[config.mk]
export PLATFORM = sky130hd
export DESIGN_NAME = decoder6_64_arb
export DESIGN_NICKNAME = d
export VERILOG_FILES = /design/src/rtl/decoder6_64_pkg.sv /design/src/rtl/rr_arbiter.sv /design/src/rtl/decoder6_64_arb.sv
export SDC_FILE = /design/constraint.sdc
export NUM_CORES = 1
export LEC_CHECK = 0
export CAP_MARGIN = 40
export CELL_PAD_IN_SITES_DETAIL_PLACEMENT = 0
export CELL_PAD_IN_SITES_GLOBAL_PLACEMENT = 2
export CORE_MARGIN = 5
export CORE_UTILIZATION = 29
export CTS_BUF_LIST = sky130_fd_sc_hd__clkbuf_4
export CTS_CLUSTER_DIAMETER = 150
export DETAILED_ROUTE_END_ITERATION = 16
export GPL_ROUTABILITY_DRIVEN = 0
export GPL_TIMING_DRIVEN = 0
export HOLD_SLACK_MARGIN = 0.03
export MAX_ROUTING_LAYER = met4
export PLACE_DENSITY_LB_ADDON = 0.1
export REMOVE_ABC_BUFFERS = 1
export SYNTH_ARGS = -nofsm -noshare
export SYNTH_HDL_FRONTEND = slang
export SYNTH_SLANG_ARGS = --single-unit
[constraint.sdc]
create_clock -name clk -period 7.3 [get_ports clk]
set_input_delay 1.46 -clock clk [delete_from_list [all_inputs] [get_ports clk]]
set_output_delay 1.46 -clock clk [all_outputs]
set_load 0.1 [all_outputs]
[src/rtl/decoder6_64_pkg.sv]
`default_nettype none
// ============================================================================
//  Module      : decoder6_64_pkg
//  Description : Shared types and constants for the decoder6_64 arbiter.
//  Revision    : 1.0 - initial release
// ============================================================================
package decoder6_64_pkg;

    localparam int DEC_AW = 6;

    typedef enum logic [1:0] {
        IDLE  = 2'd0,
        GRANT = 2'd1,
        GAP   = 2'd2
    } arb_state_t;

endpackage
`default_nettype wire

[src/rtl/rr_arbiter.sv]
`default_nettype none
// ============================================================================
//  Module      : rr_arbiter
//  Description : Combinational round-robin pick, searching from last+1.
//  Revision    : 1.0 - initial release
// ============================================================================
module rr_arbiter
    import decoder6_64_pkg::*;
#(
    parameter int NREQ = 4,
    parameter int IW   = (NREQ > 1) ? $clog2(NREQ) : 1
) (
    input  logic [NREQ-1:0] req,
    input  logic [IW-1:0]   last,
    output logic [NREQ-1:0] win,
    output logic [IW-1:0]   win_idx
);

    logic [IW:0]   w_sum;
    logic [IW-1:0] w_cand;
    logic          w_found;

    // One extra bit on the sum keeps last+k from wrapping before the mod step.
    always_comb begin
        win     = '0;
        win_idx = '0;
        w_found = 1'b0;
        w_sum   = '0;
        w_cand  = '0;
        for (int k = 1; k <= NREQ; k++) begin
            w_sum = {1'b0, last} + (IW+1)'(k);
            if (w_sum >= (IW+1)'(NREQ)) begin
                w_sum = w_sum - (IW+1)'(NREQ);
            end
            w_cand = w_sum[IW-1:0];
            if (!w_found && req[w_cand]) begin
                w_found      = 1'b1;
                win[w_cand]  = 1'b1;
                win_idx      = w_cand;
            end
        end
    end

endmodule
`default_nettype wire

[src/rtl/decoder6_64_arb.sv]
`default_nettype none
// ============================================================================
//  Module      : decoder6_64_arb
//  Description : Round-robin sequencer sharing one decoder6_64 among requesters.
//  Revision    : 1.0 - initial release
// ============================================================================
module decoder6_64_arb
    import decoder6_64_pkg::*;
#(
    parameter int NREQ  = 4,
    parameter int LEN_W = 4
) (
    input  logic                    clk,
    input  logic                    rst,
    input  logic [NREQ-1:0]         req,
    input  logic [NREQ*DEC_AW-1:0]  addr,
    input  logic [NREQ*LEN_W-1:0]   len,
    output logic [NREQ-1:0]         gnt,
    output logic [NREQ-1:0]         done,
    output logic                    busy,
    output logic                    dec_en,
    output logic [DEC_AW-1:0]       dec_A
);

    localparam int IW = (NREQ > 1) ? $clog2(NREQ) : 1;

    arb_state_t        r_state;
    logic [NREQ-1:0]   r_gnt;
    logic [NREQ-1:0]   r_done;
    logic              r_en;
    logic [DEC_AW-1:0] r_a;
    logic [IW-1:0]     r_last;
    logic [LEN_W-1:0]  r_cnt;

    logic [DEC_AW-1:0] w_addr_arr [NREQ];
    logic [LEN_W-1:0]  w_len_arr  [NREQ];
    logic [NREQ-1:0]   w_win;
    logic [IW-1:0]     w_win_idx;
    logic [LEN_W-1:0]  w_len_sel;
    logic [LEN_W-1:0]  w_hold;

    for (genvar gi = 0; gi < NREQ; gi++) begin : g_unpack
        assign w_addr_arr[gi] = addr[DEC_AW*gi +: DEC_AW];
        assign w_len_arr[gi]  = len[LEN_W*gi +: LEN_W];
    end

    rr_arbiter #(
        .NREQ    (NREQ),
        .IW      (IW)
    ) u_rr_arbiter (
        .req     (req),
        .last    (r_last),
        .win     (w_win),
        .win_idx (w_win_idx)
    );

    assign w_len_sel = w_len_arr[w_win_idx];
    assign w_hold    = (w_len_sel == '0) ? LEN_W'(1) : w_len_sel;

    // done is registered, so it is raised on the edge entering the last hold cycle.
    always_ff @(posedge clk) begin
        if (rst) begin
            r_state <= IDLE;
            r_gnt   <= '0;
            r_done  <= '0;
            r_en    <= 1'b0;
            r_a     <= '0;
            r_last  <= IW'(NREQ-1);
            r_cnt   <= '0;
        end else begin
            case (r_state)
                GRANT: begin
                    if (r_cnt == LEN_W'(1)) begin
                        r_state <= GAP;
                        r_gnt   <= '0;
                        r_en    <= 1'b0;
                        r_done  <= '0;
                    end else begin
                        r_cnt  <= r_cnt - LEN_W'(1);
                        r_done <= (r_cnt == LEN_W'(2)) ? r_gnt : '0;
                    end
                end
                default: begin
                    if (|req) begin
                        r_state <= GRANT;
                        r_gnt   <= w_win;
                        r_en    <= 1'b1;
                        r_a     <= w_addr_arr[w_win_idx];
                        r_cnt   <= w_hold;
                        r_last  <= w_win_idx;
                        r_done  <= (w_hold == LEN_W'(1)) ? w_win : '0;
                    end else begin
                        r_state <= IDLE;
                        r_gnt   <= '0;
                        r_en    <= 1'b0;
                        r_done  <= '0;
                    end
                end
            endcase
        end
    end

    assign gnt    = r_gnt;
    assign done   = r_done;
    assign busy   = (r_state != IDLE);
    assign dec_en = r_en;
    assign dec_A  = r_a;

endmodule
`default_nettype wire

==> run metrics <==
result of the run completed; number of setup buffers added after CTS 0; worst min path class register to register; Mapped Avg Cell Area 9.22 sq um; final-report setup violation count 0; worst reg2reg path depth 10; DR vias 1686; start point of the worst min-delay path dec_A[4]; antenna-violating nets left 0; clock sink count 22; area taken by multi-input logic gates 1220 sq um; register cell area after layout 440 sq um; distinct cell type count of the synthesized netlist 47; layout cell share with drive strength beyond 1 17.8%; TritonCTS buffer count 3; number of pins with negative max-slew slack in the final report 0; ys flop type dfxtp_1; Area Overhead vs Synth 58.1%; ANT cells 0; endpoint arrival time on the critical path 4.83 ns; H-tree levels 1; Leak 0.00109 uW; commonest cells after routing, fill and taps aside clkdlybuf4s50_1, dfxtp_1, mux2i_1; floorplan die width 87.7 um; count of flip-flops with a built-in enable after synthesis 0; Reg clk slew, reported paths 0.12 ns; most common library cell in the layout ignoring fill and taps clkdlybuf4s50_1; routed wire length 4.78 mm; number of primary I/O pins 62; aggregate negative setup slack 0 ns; peak supply drop 0.000221 V; number of buffers added to fix hold violations after cts 0; Remaining Overflow, GRT 0; max incr delay on CP 0.65 ns; Root Driver clkbuf_4; final worst path period share 62.7%; number of antenna violations at the first check in global routing 0; Placement Rows 28; Worst Hold Endpoint dec_A[4]; final core utilization 47.1%; buffers from clock root to sink, at most 2; DRC violations left 0; Seq cells post-synth 22; final hold vios 0; ratio of total power to cell area 356 nW/um^2; cells along the critical path clkdlybuf4s50_1 > mux4_2 > nor2b_1 > o21a_1 > o31ai_4 > buf_8 > mux4_2 > nor4_2 > a22o_1; Hold Path Depth 2; clock tree from TritonCTS yes; Worst path most repeated cell mux4_2; IO Port Bufs 61; CP bufs+invs 2; HPWL reported at the end of detailed placement 3.65 mm; Max Fclk 219 MHz; instance count after placement with tap cells included 329; height of the die 87.7 um; violation count after the first detailed-route iteration 61; post-route non-filler standard cell count 333; endpoint required time on the critical path 7.56 ns; pre-CTS setup slack 2.39 ns; starting density of the core 29.8%; post-route setup slack 2.73 ns; insertion delay of the later-clocked pin in the worst-skew pair 0.31 ns; DR WL/cell 14.4 um; detailed-route vias per instance 5.06; post-route worst hold slack 0.486 ns; via count of the first global-routing pass 1694; unrepaired setup endpoints after global routing false; synthesized instance count 190; number of nets in the final layout 315; maximum number of pins on one net before global-route repair 21; Filler Cell Count 588; max capacitance violation total 0; sequential area share after synthesis 25.1%; Reg2Reg Setup Slack 3.04 ns; element type at the critical path end register; Relative slew margins 52.5%; asr flop ratio synth 0%; measured slew at the worst slew-check pin 0.713 ns; post-CTS resize count 0; Reg-to-Reg Start r_last[0]; count of yosys warnings during synthesis 0; core area 5890 sq um; area of the mapped netlist 1750 sq um; post-layout minimum cycle time 4.57 ns; kind of cell adding the most delay to the critical path compound AO/OA/AOI/OAI gates; Worst Path Class, Setup input pin to register; Pre-antenna DRT Iters 4; critical path's slowest cell clkdlybuf4s50_1; Crit Path Max Fanout 13; overall fraction of global-route tracks in use 13.4%; Die Outline Area 7690 sq um; setup clock skew after layout 0.00808 ns; first-pass GRT wire length 8.11 mm; FF-to-FF End done[2]; sort of element at the start of the critical path input pin
## final cells by class
cell class	instances	area share (%)
clock buffer	3	0.813
clock inverter	1	1.08
inverter	7	0.949
multi-input combinational	147	43.9
sequential	22	15.9
tap	75	3.39
timing repair buffer	78	34.0
## state kept, by name (all words and copies together) (netlist names)
name / count
dec_A: 6
done: 4
gnt: 4
r_cnt: 4
r_last: 2
r_state: 2
## cell families (layout without fill, tap and decap cells)
kind of cell,after synthesis,after routing,synth area share [%]
compound gates,54,54,22.4
simple gates,54,54,17.8
mux,29,29,22.1
flops,22,22,25.1
buf+inv,21,89,5.43
fa+ha+maj,10,10,7.14
## report_power, final
group          switching, uW  internal (uW)  total, uW
combinational            376            326        702
sequential              38.0            152        190
clock                   38.8           55.5       94.3
## synth_stat cells (all sizes together) (2+ instances only)
cell / count / area share [%]
a211o: 2 / 1.0
a211oi: 2 / 0.86
a21oi: 13 / 3.7
a22o: 4 / 2.0
a22oi: 9 / 4.1
a2bb2oi: 2 / 1.0
and3: 2 / 0.71
buf: 6 / 2.2
clkbuf: 8 / 1.7
dfxtp: 22 / 25
ha: 10 / 7.1
inv: 7 / 1.5
mux2: 7 / 4.5
mux2i: 15 / 8.6
mux4: 7 / 9.0
nand2: 7 / 1.9
nand2b: 3 / 1.1
nand3b: 7 / 3.0
nor2: 13 / 2.8
nor2b: 3 / 1.1
nor3: 4 / 1.1
nor4: 2 / 1.1
o211ai: 3 / 1.3
o21ai: 11 / 3.1
or2: 6 / 2.1
or3: 2 / 0.71
## tightest hold or removal path, delay by kind of cell, from the launching register on
| kind | cells | cell delay [ns] |
|---|---|---|
| AOI/OAI and AO/OA | 1 | 0.06 |
| DFF | 1 | 0.33 |
| and+or+nand+nor | 1 | 0.07 |
## worst max-delay path by stage
stage	startpoint	end	slack [ns]	cells after the start
floorplan	req[0]	r_cnt[0]	3.29	7
global placement	req[0]	done[2]	2.13	8
detailed placement	req[0]	done[2]	2.39	9
CTS	req[0]	done[2]	2.72	9
global route	req[3]	done[2]	2.54	9
finish	req[0]	done[2]	2.73	9
## through the flow
stage,power (uW),instance area [sq um]
after floorplan,646,1680
after global placement,789,2390
after detailed placement,898,2720
after CTS,998,2770
after global routing,1060,2770
final,986,2770
## metal layers
layer  track usage, %  vias up  share of wire, %
li1                 -      848                 -
met1             18.4      782                49
met2             20.6       54                44
met3             3.10        2               6.2
met4             2.09        0              0.44
met5                -        -                 0
(Power assumes the default switching activity.)
